$ cat src/rtl/apb_arb_pkg.sv
// Shared types and default widths for the APB master arbiter.
// Purely declarative: no logic, no latency, no flow control.
package apb_arb_pkg;

  typedef enum logic [1:0] {
    IDLE   = 2'd0,
    SETUP  = 2'd1,
    ACCESS = 2'd2
  } state_t;

  localparam int DEF_NUM_REQ     = 2;
  localparam int DEF_ADDR_W      = 32;
  localparam int DEF_DATA_W      = 32;
  localparam int DEF_TIMEOUT_CYC = 16;

  // Index width that stays at least one bit wide for degenerate sizes.
  function automatic int idx_w(input int n);
    return (n > 1) ? $clog2(n) : 1;
  endfunction

endpackage

$ cat src/rtl/rr_arbiter.sv
// Round-robin picker: first requester after i_last_grant, wrapping around.
// Purely combinational, zero latency; holds nothing and applies no backpressure.
module rr_arbiter
  import apb_arb_pkg::*;
#(
  parameter int NUM_REQ = DEF_NUM_REQ,
  localparam int IDX_W  = idx_w(NUM_REQ)
) (
  input  logic [NUM_REQ-1:0] i_req,
  input  logic [IDX_W-1:0]   i_last_grant,
  output logic [NUM_REQ-1:0] o_grant,
  output logic [IDX_W-1:0]   o_grant_idx,
  output logic               o_any
);

  logic [IDX_W-1:0] w_idx;
  logic             w_found;

  always_comb begin
    o_grant     = '0;
    o_grant_idx = '0;
    w_found     = 1'b0;
    w_idx       = '0;
    for (int k = 1; k <= NUM_REQ; k++) begin
      w_idx = IDX_W'((int'(i_last_grant) + k) % NUM_REQ);
      if (!w_found && i_req[w_idx]) begin
        o_grant[w_idx] = 1'b1;
        o_grant_idx    = w_idx;
        w_found        = 1'b1;
      end
    end
  end

  assign o_any = |i_req;

endmodule

$ cat src/rtl/apb_master_arbiter.sv
// Round-robin share of one APB master among NUM_REQ requesters, with wait-state timeout.
// Accept->rsp_valid is 3 cycles plus wait states; req_ready pulses only in IDLE, so requesters stall while a transfer is in flight.
module apb_master_arbiter
  import apb_arb_pkg::*;
#(
  parameter int NUM_REQ     = DEF_NUM_REQ,
  parameter int ADDR_W      = DEF_ADDR_W,
  parameter int DATA_W      = DEF_DATA_W,
  parameter int TIMEOUT_CYC = DEF_TIMEOUT_CYC
) (
  input  logic                      aclk,
  input  logic                      aresetn,
  input  logic [NUM_REQ-1:0]        req_valid,
  output logic [NUM_REQ-1:0]        req_ready,
  input  logic [NUM_REQ*ADDR_W-1:0] req_addr,
  input  logic [NUM_REQ-1:0]        req_write,
  input  logic [NUM_REQ*DATA_W-1:0] req_wdata,
  output logic [NUM_REQ-1:0]        rsp_valid,
  output logic [DATA_W-1:0]         rsp_rdata,
  output logic                      rsp_slverr,
  output logic                      rsp_timeout,
  output logic                      psel,
  output logic                      penable,
  output logic [ADDR_W-1:0]         paddr,
  output logic                      pwrite,
  output logic [DATA_W-1:0]         pwdata,
  input  logic [DATA_W-1:0]         prdata,
  input  logic                      pready,
  input  logic                      pslverr
);

  localparam int IDX_W = idx_w(NUM_REQ);
  localparam int CNT_W = idx_w(TIMEOUT_CYC);
  localparam bit TO_EN = (TIMEOUT_CYC != 0);
  localparam logic [CNT_W-1:0] TO_LAST = CNT_W'(TIMEOUT_CYC - 1);

  state_t               r_state;
  state_t               w_next_state;
  logic [IDX_W-1:0]     r_last_grant;
  logic [CNT_W-1:0]     r_cnt;
  logic                 r_psel;
  logic                 r_penable;
  logic [ADDR_W-1:0]    r_paddr;
  logic                 r_pwrite;
  logic [DATA_W-1:0]    r_pwdata;
  logic [NUM_REQ-1:0]   r_rsp_valid;
  logic [DATA_W-1:0]    r_rsp_rdata;
  logic                 r_rsp_slverr;
  logic                 r_rsp_timeout;

  logic [NUM_REQ-1:0]   w_grant;
  logic [IDX_W-1:0]     w_grant_idx;
  logic                 w_any;
  logic                 w_accept;
  logic                 w_done;
  logic                 w_to_hit;

  rr_arbiter #(
    .NUM_REQ (NUM_REQ)
  ) u_rr_arbiter (
    .i_req        (req_valid),
    .i_last_grant (r_last_grant),
    .o_grant      (w_grant),
    .o_grant_idx  (w_grant_idx),
    .o_any        (w_any)
  );

  always_ff @(posedge aclk or negedge aresetn) begin
    if (!aresetn) r_state <= IDLE;
    else          r_state <= w_next_state;
  end

  always_comb begin
    w_next_state = r_state;
    case (r_state)
      IDLE:    if (w_any)  w_next_state = SETUP;
      SETUP:               w_next_state = ACCESS;
      ACCESS:  if (w_done) w_next_state = IDLE;
      default:             w_next_state = IDLE;
    endcase
  end

  // Timeout fires on the last allowed ACCESS cycle, so a hung slave sees exactly TIMEOUT_CYC of them.
  always_comb begin
    req_ready = '0;
    w_accept  = 1'b0;
    w_to_hit  = 1'b0;
    w_done    = 1'b0;
    case (r_state)
      IDLE: begin
        if (w_any) begin
          req_ready = w_grant;
          w_accept  = 1'b1;
        end
      end
      ACCESS: begin
        w_to_hit = TO_EN && !pready && (r_cnt == TO_LAST);
        w_done   = pready || w_to_hit;
      end
      default: ;
    endcase
  end

  always_ff @(posedge aclk or negedge aresetn) begin
    if (!aresetn) begin
      r_last_grant  <= IDX_W'(NUM_REQ - 1);
      r_cnt         <= '0;
      r_psel        <= 1'b0;
      r_penable     <= 1'b0;
      r_paddr       <= '0;
      r_pwrite      <= 1'b0;
      r_pwdata      <= '0;
      r_rsp_valid   <= '0;
      r_rsp_rdata   <= '0;
      r_rsp_slverr  <= 1'b0;
      r_rsp_timeout <= 1'b0;
    end else begin
      r_rsp_valid <= '0;
      if (w_accept) begin
        r_paddr      <= req_addr[w_grant_idx*ADDR_W +: ADDR_W];
        r_pwrite     <= req_write[w_grant_idx];
        r_pwdata     <= req_wdata[w_grant_idx*DATA_W +: DATA_W];
        r_psel       <= 1'b1;
        r_last_grant <= w_grant_idx;
        r_cnt        <= '0;
      end
      if (r_state == SETUP) r_penable <= 1'b1;
      if (r_state == ACCESS) begin
        if (w_done) begin
          r_psel        <= 1'b0;
          r_penable     <= 1'b0;
          r_rsp_valid   <= NUM_REQ'(1) << r_last_grant;
          r_rsp_rdata   <= (w_to_hit || r_pwrite) ? '0 : prdata;
          r_rsp_slverr  <= w_to_hit | pslverr;
          r_rsp_timeout <= w_to_hit;
        end else begin
          r_cnt <= r_cnt + 1'b1;
        end
      end
    end
  end

  assign psel        = r_psel;
  assign penable     = r_penable;
  assign paddr       = r_paddr;
  assign pwrite      = r_pwrite;
  assign pwdata      = r_pwdata;
  assign rsp_valid   = r_rsp_valid;
  assign rsp_rdata   = r_rsp_rdata;
  assign rsp_slverr  = r_rsp_slverr;
  assign rsp_timeout = r_rsp_timeout;

endmodule

$ cat config.mk
export PLATFORM = sky130hd
export DESIGN_NAME = apb_master_arbiter
export DESIGN_NICKNAME = d
export VERILOG_FILES = /design/src/rtl/apb_arb_pkg.sv /design/src/rtl/rr_arbiter.sv /design/src/rtl/apb_master_arbiter.sv
export SDC_FILE = /design/constraint.sdc
export NUM_CORES = 1
export LEC_CHECK = 0
export ABC_AREA = 1
export BUFFER_PORTS_ARGS = -buffer_cell sky130_fd_sc_hd__buf_2
export CAP_MARGIN = 5
export CORE_ASPECT_RATIO = 0.75
export CORE_MARGIN = 5
export CORE_UTILIZATION = 45
export CTS_CLUSTER_SIZE = 40
export DETAILED_ROUTE_END_ITERATION = 6
export HOLD_SLACK_MARGIN = 0.03
export PLACE_DENSITY = 0.91
export REMOVE_ABC_BUFFERS = 1
export SETUP_SLACK_MARGIN = 0.1
export SYNTH_ARGS = -nofsm -noshare
export SYNTH_HDL_FRONTEND = slang
export SYNTH_HIERARCHICAL = 1
export SYNTH_SLANG_ARGS = --single-unit
$ cat constraint.sdc
create_clock -name aclk -period 1.8 [get_ports aclk]
set_clock_uncertainty 0.05 [all_clocks]
set_input_delay 0.18 -clock aclk [delete_from_list [all_inputs] [get_ports aclk]]
set_output_delay 0.18 -clock aclk [all_outputs]
set_load 0.01 [all_outputs]
---- Yosys cells after proc, flatten, opt, wreduce, memory -nomap -nowiden ----
Index checks and enable logic that the tools add are counted.
word-level totals
  bits of input ports ..................... 168
  word-level logic and storage cells ...... 78
  output and inout port bits .............. 105
  register bits after elaboration ......... 110
cells by class
  shift operators ......................... 3
  add/subtract/negate cells ............... 3
  muxes and demuxes ....................... 36
  equal/unequal tests ..................... 5
  bitwise gates (word level) .............. 2
  reduce and logical (&&, ||, !) cells .... 12
  magnitude comparators ................... 5
operators by type and width
  kind                 count
  $shiftx 64x7->32     2
  $mux 32              1
  $mux 1               21
  $mux 2               8
  $mux 4               3
  $lt 1x2->1 const B   3
  $pmux 2 s3           1
  $add 4x1->4 const B  1
  $eq 4x4->1 const B   1
  $logic_and 1x1->1    4
  $reduce_and 2->1     2
  $add 1x1->1 const B  2
  $demux 1 s1          2
  $eq 2x1->1 const B   1
  $eq 2x2->1 const B   1
  $ge 1x1->1 const B   2
  $logic_not 1->1      2
  $logic_not 2->1      1
  $logic_or 1x1->1     2
  $ne 2x1->1 const B   1
  $ne 2x2->1 const B   1
  $or 2x2->2           1
  $reduce_or 2->1      1
  $shl 1x1->2 const A  1
  $or 1x1->1           1

---- Longest topological paths before layout ----
Gate-level depths: netlist (run 1).
  depth in word-level cells ............... 10
  depth in mapped cells ................... 7
  depth with buffers taken out ............ 7

---- By module ----
The synthesis (run 1) kept the hierarchy.
modules (own cells, without submodules)
  module              cells an instance  times used  sequential area each (um^2)  area an instance (um^2)
  apb_master_arbiter  560                1           2753.9                       5102.4
  rr_arbiter          7                  1           0.0                          31.3

---- Worst setup path before layout (run 1) ----
Ideal clock, no wire load.
  path type ............................... register -> register
  start ................................... register r_last_grant
  end ..................................... register r_paddr[20] (netlist: paddr[20])
  period minus slack after synthesis ...... 1406 ps
  arrival ................................. 1265 ps
  data required time ...................... 1658 ps
  stages on the path, launching flop included .. 7
  slack ................................... 394 ps
  buffers on the path ..................... 2
  library setup time ...................... 92 ps
  cells stage by stage .................... dfstp_2 > a21oi_1 > inv_2 > buf_4 > buf_2 > nor2_1 > o31ai_2
between the ends
  word-level cells in the longest chain between the ends .. 8
  elaborated cells on any way between the ends .. 12
  those cells by class .................... add/sub: 2; shift: 1; mux: 7; reduce/logical: 2
RTL lines
  what                                       line                       RTL
  from (decl)                                apb_master_arbiter.sv:39   logic [IDX_W-1:0] r_last_grant;
  from (signal assigned)                     apb_master_arbiter.sv:106  r_last_grant <= IDX_W'(NUM_REQ - 1);
  from (signal assigned)                     apb_master_arbiter.sv:124  r_last_grant <= w_grant_idx;
  $add 1x1->1                                rr_arbiter.sv:25           w_idx = IDX_W'((int'(i_last_grant) + k) % NUM_REQ);
  $mux 1 (implied by the code) (2 in a row)  rr_arbiter.sv:26           if (!w_found && i_req[w_idx]) begin
  $mux 1                                     rr_arbiter.sv:26
  $logic_not 1->1                            rr_arbiter.sv:26
  $logic_and 1x1->1                          rr_arbiter.sv:26
  $mux 1 (*)                                 rr_arbiter.sv:26
  via w_grant_idx                            apb_master_arbiter.sv:52   logic [IDX_W-1:0] w_grant_idx;
  $shiftx 64x7->32 (*)                       apb_master_arbiter.sv:120  r_paddr <= req_addr[w_grant_idx*ADDR_W +: ADDR_W];
  to (signal assigned)                       apb_master_arbiter.sv:120
  to (decl)                                  apb_master_arbiter.sv:43   logic [ADDR_W-1:0] r_paddr;
The timed path passes the listed nets; every way through them passes the cells marked *. The select of a mux whose other input is x is not followed.
A chain may end at the register's enable or synchronous reset.

---- Final worst setup path (run 1) ----
  start ................................... register r_state[1]
  end ..................................... output port req_ready[1]
between the ends
  word-level cells in the longest chain between the ends .. 2
RTL lines
  what                    line                      RTL
  from (decl)             apb_master_arbiter.sv:37  state_t r_state;
  from (signal assigned)  apb_master_arbiter.sv:70  else r_state <= w_next_state;
  $logic_not 2->1         apb_master_arbiter.sv:89  case (r_state)
  $mux 2                  apb_master_arbiter.sv:89
  to (decl)               apb_master_arbiter.sv:14  output logic [NUM_REQ-1:0] req_ready,
No other way between the ends.

==> run_results.csv, run 1 <==
group,metric,value,unit
cells_and_area,diodes,0,
cells_and_area,fillers,870,
clocking,path_clk_slew,0.07,ns
worst_setup_path,crit_type,"register to output pin",
cells_and_area,stdcell_count,985,
run_status,status,"finished clean",
logic_synthesis,syn_area_per_cell,9.05,um^2
global_routing,antenna_found_initial,0,
logic_synthesis,ys.warnings.count,6,
floorplanning,die_x,133,um
worst_setup_path,crit_arrival,1.33,ns
global_routing,grt.total_usage,21.5,%
global_routing,grt_pass1_vias,4989,
clocking,cts_resized,0,
logic_synthesis,synth_cell_types,25,
logic_synthesis,netlist_instances,567,
detailed_routing,routedWlPerCell,15.4,um
floorplanning,start_util,46.6,%
logic_synthesis,synth-async-reset-ratio,100,%
cells_and_area,final_cell_mix,"buf_2 (271), nand2_1 (142), nor2_1 (142)",
sta,rsz0062_at_grt,"no",
logic_synthesis,synth-edff-count,0,
clocking,clockBufferDepth,2,
detailed_routing,ant_nets,0,
logic_synthesis,seq_area_frac_synth,53.6,%
clocking,cts_buffers,9,
detailed_routing,drt_iter0_drc,213,
cells_and_area,final_common_cell,"buf_2",
clocking,cts_setup_buffers,0,
worst_setup_path,crit_buf_inv,2,
place,place_area,6600,um^2
floorplanning,core_area,11000,um^2
cells_and_area,drive_gt1_share,41.4,%
sta,fmax,641,MHz
clocking,cts_root_buf,"clkbuf_16",
global_routing,grt_pass1_wl,23900,um
pwr,ir_worst_vdd,0.825,mV
place,numPortBuffers,272,
cells_and_area,final-seq-area,2750,um^2
global_routing,grt_max_degree,111,
worst_setup_path,startpoint_type,"register",
pwr,leakage,0.00385,uW
logic_synthesis,ys_seq_elements,110,
worst_setup_path,crit_fanout,15,
sta,finalCritPeriodShare,86.6,%
job,max_cap_violations,0,
detailed_routing,drc_errors,0,
floorplanning,num_rows,33,
sta,hold_viol_final,0,
clocking,cts_tree,"built",
worst_setup_path,crit_path_max_incr_delay,0.43,ns
clocking,holdBufCountCts,16,
worst_setup_path,end_kind,"output pin",
floorplanning,dieArea,13700,um^2
worst_setup_path,crit_slowest_cell,"dfrtp_1",
global_routing,overflow,0,
sta,final.min_clock_period,1.56,ns
sta,slew_violations,0,
clocking,clock_sinks,110,
detailed_routing,vias,5023,
logic_synthesis,synth_flop_cell,"dfrtp_1",
floorplanning,ioPinCount,273,
sta,tightest_slew,0.588,ns
place,dp.cells,953,
min_path,hp-class,"primary input to register",
place,post-dp-hpwl,11100,um
floorplanning,fp.dieH,103,um
detailed_routing,drt_wl_total,15200,um
sta,slew_headroom,60.8,%
cells_and_area,final_area,7060,um^2
worst_setup_path,crit_family,"flip-flops",
clocking,clk-insertion-delay-late,0.33,ns
detailed_routing,drt_pass1_iterations,5,
sta,setup_viol,0,
cells_and_area,nNetsFinal,1009,
detailed_routing,vias_per_cell,5.10,
worst_setup_path,cp_cell_sequence,"inv_2 > nand3_4 > nor2_1 > buf_2",
place,gp_congestion,0.842,
clocking,h-tree-depth,3,
pwr,p_per_area,1620,nW/um^2
cells_and_area,area_delta_synth_final,37.5,%
worst_setup_path,cp_data_required_time,1.57,ns
cells_and_area,multi_input_area,2090,um^2
logic_synthesis,synth_area,5130,um^2
## cell usage after synthesis, types with 2 or more instances
cell      count  area (um^2)
nand2_1     142          533
nand3_1      36          180
a21oi_1       4         20.0
nor2_4        2         22.5
buf_2        13         65.1
buf_4        13         97.6
o21ai_0       4         20.0
o31ai_2      39          488
clkbuf_1      5         18.8
nor2_1      142          533
inv_1        11         41.3
inv_2         4         15.0
dfrtp_1     109         2730
nand3_2       2         20.0
o31ai_1      26          195
buf_6         6         67.6
## layout make-up
| cell class | count | area share [%] |
|---|---|---|
| Clock buffer | 10 | 3.24 |
| Clock inverter | 6 | 0.993 |
| Inverter | 15 | 0.798 |
| Multi-Input combinational cell | 404 | 29.5 |
| Sequential cell | 110 | 39.0 |
| Tap cell | 140 | 2.48 |
| Timing Repair Buffer | 300 | 23.9 |
## cells by family after synthesis
group / synth area share, %
buffers and inverters: 6.09
adder cells (fa/ha/maj): 0.244
flip-flops: 53.6
AND/OR/NAND/NOR: 25.9
AO/OA/AOI/OAI: 14.1
## per-stage QoR
step	util, %	hold slack (ns)	setup TNS [ns]	setup slack (ns)	total power, uW
after floorplan	-	-0.166	-189.24	-2.76	7120
after global placement	59.9	0.250	0	0.378	9260
after detailed placement	59.9	0.253	0	0.286	9470
after CTS	64.0	0.0302	0	0.210	11500
after global routing	64.0	0.0329	0	0.136	12200
final	64.0	0.0419	0	0.241	11400
## state kept, by name, summed over array words and instances, names as in the netlist
register and cells:
paddr 32, rsp_rdata 32, r_cnt 4, pwrite 1, rsp_slverr 1, rsp_valid 2
psel 1, pwdata 32, rsp_timeout 1, r_last_grant 1, penable 1, r_state 2
## power breakdown
part	internal, uW	total [uW]	switching (uW)
clock	1090	1970	879
combinational	2040	5130	3080
sequential	3650	4320	665
total	6780	11400	4630
## path summary, 6_finish.rpt
path / start / endpoint / slack, ns / cells after the start
hold reg to reg: rsp_rdata[31] / rsp_rdata[31] / 0.42 / 2
min in group asynchronous: aresetn / rsp_rdata[17] / 0.42 / 3
setup reg to reg: r_last_grant / paddr[0] / 0.30 / 5
setup / recovery: r_state[1] / req_ready[1] / 0.24 / 4
max in group asynchronous: aresetn / paddr[31] / 0.83 / 3
hold / removal: prdata[17] / rsp_rdata[17] / 0.04 / 3
## tightest hold or removal path: cells and delay by family
family                 cells  cell delay, ns
buffers and inverters      1            0.08
and+or+nand+nor            2            0.14
## routing by layer
metal  track usage [%]  vias to the layer above  share of wire [%]
li1                  -                     2393                  -
met5                 0                        -                  0
met2              38.5                      207                 50
met4              4.11                        0                1.1
met3              7.61                       16                9.5
met1              25.7                     2407                 39
(Power assumes the default switching activity.)
==> inputs of run 2 (changes only) <==
--- a/config.mk
+++ b/config.mk
@@ -15,6 +15,7 @@
 export DETAILED_ROUTE_END_ITERATION = 6
 export HOLD_SLACK_MARGIN = 0.03
 export PLACE_DENSITY = 0.91
+export RECOVER_POWER = 50
 export REMOVE_ABC_BUFFERS = 1
 export SETUP_SLACK_MARGIN = 0.1
 export SYNTH_ARGS = -nofsm -noshare
==> run_results.csv, run 2 (synthesis results as in run 1) <==
group,metric,value,unit
floorplanning,num_rows,33,
detailed_routing,vias,5005,
pwr,internal_power,6630,uW
clocking,path_clk_slew,0.07,ns
cells_and_area,final_common_cell,"buf_2",
worst_setup_path,cp_data_required_time,1.57,ns
clocking,clk-insertion-delay-late,0.33,ns
min_path,whs_path_depth,3,
global_routing,grt.total_usage,21.5,%
cells_and_area,diodes,0,
worst_setup_path,crit_buf_inv,2,
worst_setup_path,crit_family,"flip-flops",
cells_and_area,drive_gt1_share,35.4,%
floorplanning,dieArea,13700,um^2
global_routing,antenna_found_initial,0,
sta,rsz0062_at_grt,"no",
detailed_routing,drc_errors,0,
global_routing,grt_pass1_wl,23900,um
pwr,swShare,41.3,%
worst_setup_path,r2r-start,"r_last_grant",
place,place_ws,0.286,ns
worst_setup_path,end_kind,"output pin",
worst_setup_path,crit_type,"register to output pin",
clocking,clockBufferDepth,2,
clocking,cts_root_buf,"clkbuf_16",
sta,tightest_slew,0.974,ns
floorplanning,die_x,133,um
worst_setup_path,crit_fanout,15,
global_routing,overflow,0,
floorplanning,start_util,46.6,%
detailed_routing,drt_iter0_drc,194,
clocking,cts_buffers,9,
worst_setup_path,startpoint_type,"register",
sta,setup_tns,0,ns
place,post-dp-hpwl,11100,um
sta,fin_ws,0.240,ns
min_path,min_from,"prdata[0]",
sta,finalCritPeriodShare,86.7,%
place,gp_congestion,0.842,
floorplanning,fp.dieH,103,um
pwr,leakage,0.00368,uW
global_routing,grt_max_degree,111,
clocking,cts_tree,"built",
sta,setup_viol,0,
pwr,ir_worst_vdd,0.825,mV
worst_setup_path,crit_slowest_cell,"dfrtp_1",
sta,slew_headroom,35.1,%
detailed_routing,drt_wl_total,15300,um
sta,slew_violations,0,
detailed_routing,ant_nets,0,
sta,hold_viol_final,0,
min_path,hp-class,"primary input to register",
cells_and_area,nNetsFinal,1009,
clocking,h-tree-depth,3,
cells_and_area,final_cell_mix,"buf_2 (220), nand2_1 (142), nor2_1 (142)",
cells_and_area,area_delta_synth_final,36.1,%
worst_setup_path,r2r_slack,0.30,ns
min_path,min_to,"rsp_rdata[0]",
worst_setup_path,crit_arrival,1.33,ns
pwr,seq_power_share,38.3,%
run_status,status,"finished clean",
worst_setup_path,crit_path_max_incr_delay,0.43,ns
worst_setup_path,reg2reg_to,"paddr[0]",
sta,fmax,641,MHz
pwr,power_frac_comb,44.1,%
detailed_routing,vias_per_cell,5.08,
floorplanning,core_area,11000,um^2
pwr,pwr-share-clk,17.5,%
pwr,switching_power,4660,uW
worst_setup_path,cp_cell_sequence,"inv_2 > nand3_4 > nor2_1 > buf_2",
floorplanning,ioPinCount,273,
pwr,p_per_area,1620,nW/um^2
detailed_routing,drt_pass1_iterations,4,
cells_and_area,final_area,6990,um^2
sta,final.min_clock_period,1.56,ns
place,numPortBuffers,272,
detailed_routing,routedWlPerCell,15.5,um
global_routing,grt_pass1_vias,4989,
job,max_cap_violations,0,
place,place_area,6600,um^2
clocking,clock_sinks,110,
worst_setup_path,reg2reg_depth,5,
-- run 2: cell count changes in the layout (fill, tap and decap cells not counted), sizes merged --
cell and change:
buf -52, clkbuf +52
-- run 2: layout make-up --
type	instances	area (um^2)
repair buffers	300	1620
fillers	911	4040
flip-flops and latches	110	2750
clock buffers	10	229
clock inverters	6	70.1
inverters	15	56.3
multi-input cells	404	2090
well taps	140	175
-- run 2: worst max-delay path by stage --
| stage | to | from | slack [ns] | depth (start not counted) |
|---|---|---|---|---|
| 2_1_floorplan | paddr[20] | r_last_grant | -2.76 | 4 |
| 3_3_place_gp | pwdata[3] | r_last_grant | 0.38 | 5 |
| 3_5_place_dp | paddr[0] | r_last_grant | 0.29 | 5 |
| 4_1_cts | req_ready[1] | r_state[1] | 0.21 | 4 |
| 5_1_grt | req_ready[1] | r_state[1] | 0.14 | 4 |
| 6_report | req_ready[1] | r_state[1] | 0.24 | 4 |
-- run 2: worst reg2reg max path: cells and delay by family (launching register included) --
kind,cells,cell delay (ns)
DFF,1,0.60
AOI/OAI and AO/OA,2,0.35
buffers and inverters,2,0.30
and+or+nand+nor,1,0.10
-- run 2: power by group through the flow --
stage	Clock (uW)	Combinational [uW]	Sequential, uW
after floorplan	0	2310	4810
after global placement	0	4990	4280
after detailed placement	0	5160	4310
after CTS	2020	5180	4300
after global routing	2110	5500	4480
final	1980	4980	4330
-- run 2: per-layer routing --
layer | global-route usage, % | wire [um] | vias up
met4 | 4.11 | 164 | 0
met2 | 38.5 | 7670 | 213
li1 | - | - | 2393
met5 | 0 | 0 | -
met1 | 25.7 | 6030 | 2383
met3 | 7.61 | 1440 | 16
-- run 2: repair_timing --
| item | CTS | global route |
|---|---|---|
| hold buffers | 16 | 0 |
| endpoints found under the hold margin | 124 | 0 |
| setup buffers | 0 | 0 |
| resized for setup | 0 | 0 |
-- run 2: through the flow --
| step | util (%) | hold WS, ns | std cells | power, uW |
|---|---|---|---|---|
| floorplan | - | -0.166 | 529 | 7120 |
| global placement | 59.9 | 0.250 | 953 | 9260 |
| detailed placement | 59.9 | 0.253 | 953 | 9470 |
| CTS | 64.0 | 0.0302 | 985 | 11500 |
| global route | 63.4 | 0.0329 | 985 | 12100 |
| finish | 63.4 | 0.0432 | 985 | 11300 |
==> inputs of run 3 (changes only) <==
--- a/config.mk
+++ b/config.mk
@@ -10,14 +10,14 @@
 export CAP_MARGIN = 5
 export CORE_ASPECT_RATIO = 0.75
 export CORE_MARGIN = 5
-export CORE_UTILIZATION = 45
+export CORE_UTILIZATION = 41
 export CTS_CLUSTER_SIZE = 40
 export DETAILED_ROUTE_END_ITERATION = 6
 export HOLD_SLACK_MARGIN = 0.03
-export PLACE_DENSITY = 0.91
+export PLACE_DENSITY = 0.88
 export RECOVER_POWER = 50
 export REMOVE_ABC_BUFFERS = 1
-export SETUP_SLACK_MARGIN = 0.1
+export SETUP_SLACK_MARGIN = 0.5
 export SYNTH_ARGS = -nofsm -noshare
 export SYNTH_HDL_FRONTEND = slang
 export SYNTH_HIERARCHICAL = 1
==> constraint.sdc (replaced) <==
create_clock -name aclk -period 1.4 [get_ports aclk]
set_clock_uncertainty 0.05 [all_clocks]
set_input_delay 0.14 -clock aclk [delete_from_list [all_inputs] [get_ports aclk]]
set_output_delay 0.14 -clock aclk [all_outputs]
set_load 0.01 [all_outputs]
==> run_results.csv, run 3 (synthesis results as in run 1) <==
group,metric,value,unit
run_status,status,"finished, violations left",
run_status,violations,"negative setup slack",
clocking,h-tree-depth,3,
cells_and_area,area_delta_synth_final,104,%
job,max_cap_violations,0,
clocking,clk-insertion-delay-late,0.36,ns
detailed_routing,drt_pass1_iterations,4,
sta,setup_viol,109,
clocking,clockBufferDepth,2,
place,place_ws,-0.0176,ns
sta,fmax,577,MHz
worst_setup_path,crit_fanout,7,
global_routing,grt.total_usage,25.0,%
detailed_routing,drt_wl_total,29200,um
floorplanning,fp.dieH,107,um
floorplanning,start_util,41.9,%
place,gp_congestion,0.865,
clocking,path_clk_slew,0.09,ns
sta,hold_viol_final,0,
cells_and_area,drive_gt1_share,61.8,%
pwr,ir_worst_vdd,1.07,mV
cells_and_area,post-route-util,85.3,%
floorplanning,ioPinCount,273,
global_routing,antenna_found_initial,2,
floorplanning,core_area,12300,um^2
min_path,hp-class,"primary input to register",
clocking,cts_root_buf,"clkbuf_16",
worst_setup_path,end_kind,"register",
detailed_routing,ant_nets,0,
worst_setup_path,startpoint_type,"register",
sta,finalCritPeriodShare,124,%
pwr,total_power,21600,uW
global_routing,grt_pass1_vias,5832,
cells_and_area,nNetsFinal,1189,
detailed_routing,vias,6698,
sta,tightest_slew,0.678,ns
place,post-dp-hpwl,11600,um
global_routing,overflow,0,
clocking,clock_sinks,110,
worst_setup_path,crit_type,"register to register",
sta,fin_ws,-0.333,ns
clocking,cts_buffers,9,
sta,slew_headroom,54.8,%
sta,slew_violations,0,
detailed_routing,drc_errors,0,
clocking,cts_tree,"built",
sta,rsz0062_at_grt,"yes",
floorplanning,num_rows,35,
detailed_routing,vias_per_cell,5.61,
worst_setup_path,cp_data_required_time,1.60,ns
floorplanning,die_x,139,um
detailed_routing,drt_iter0_drc,544,
sta,final.min_clock_period,1.73,ns
floorplanning,dieArea,14900,um^2
pwr,leakage,0.00511,uW
pwr,p_per_area,2070,nW/um^2
cells_and_area,final_common_cell,"buf_2",
cells_and_area,final_cell_mix,"buf_2 (231), dfrtp_1 (108), nand2_1 (78)",
global_routing,grt_max_degree,46,
place,numPortBuffers,272,
detailed_routing,routedWlPerCell,24.5,um
worst_setup_path,crit_arrival,1.93,ns
global_routing,grt_pass1_wl,29800,um
run 3: cell types whose count changed in the layout (fill, tap and decap cells not counted), moves of 26 or more:
cell	previous run	this run
nor2_1	142	73
nand2_1	142	78
buf_4	6	62
dlygate4sd3_1	16	72
buf_6	1	47
clkbuf_1	52	8
nor2_4	2	45
nand2_2	1	42
nor2_2	0	26
run 3: critical path: stages, from the launching register on:
cell	delay, ns
dfrtp_1	0.43
inv_2	0.14
nand3_4	0.12
buf_6	0.15
buf_12	0.14
buf_12	0.13
buf_16	0.14
o31ai_2	0.29
run 3: where the power goes:
group	leakage, uW	internal (uW)	switching [uW]
clock network	0.000135	1290	1300
logic	0.00361	6540	6560
registers	0.00137	4700	1220
run 3: metrics by stage:
step           hold WS, ns  std cells  instance area, um^2  setup TNS (ns)
2_1_floorplan       -0.206        529                 4880         -219.18
3_3_place_gp        0.0259        996                 6840               0
3_5_place_dp        0.0241        996                 6840         -0.0614
4_1_cts             0.0304       1097                 8310           -8.25
5_1_grt             0.0371       1193                10500          -17.15
6_report            0.0263       1193                10500          -14.74
run 3: path summary, 6_finish.rpt:
path	from	endpoint	slack (ns)	depth (start not counted)
max reg2reg	r_state[0]	pwdata[1]	-0.33	7
max in group asynchronous	aresetn	pwdata[29]	0.18	3
min in group asynchronous	aresetn	r_state[0]	0.30	2
max	r_state[0]	pwdata[1]	-0.33	7
min reg2reg	paddr[8]	paddr[8]	0.44	2
min	req_addr[30]	paddr[30]	0.03	3
run 3: what timing repair did:
item | in CTS | in global routing
endpoints found under the hold margin | 162 | 12
gates cloned | 10 | 22
gates resized for setup | 57 | 290
endpoints found under the setup margin | 215 | 293
setup buffers | 15 | 60
hold buffers | 60 | 12
pin swaps | 11 | 113
run 3: cell type report:
type | count | area (um^2)
fillers | 563 | 1800
clock buffers | 10 | 239
repair buffers | 478 | 4110
inverters | 15 | 87.6
flip-flops and latches | 110 | 2760
well taps | 166 | 208
repair inverters | 1 | 16.3
clock inverters | 6 | 53.8
diodes | 2 | 5.00
multi-input cells | 405 | 2990
run 3: routing by layer:
| layer | global-route usage, % | routed length, um |
|---|---|---|
| met1 | 29.3 | 9620 |
| met5 | 0 | 0 |
| met3 | 7.76 | 3190 |
| met2 | 44.4 | 14700 |
| met4 | 7.68 | 1740 |
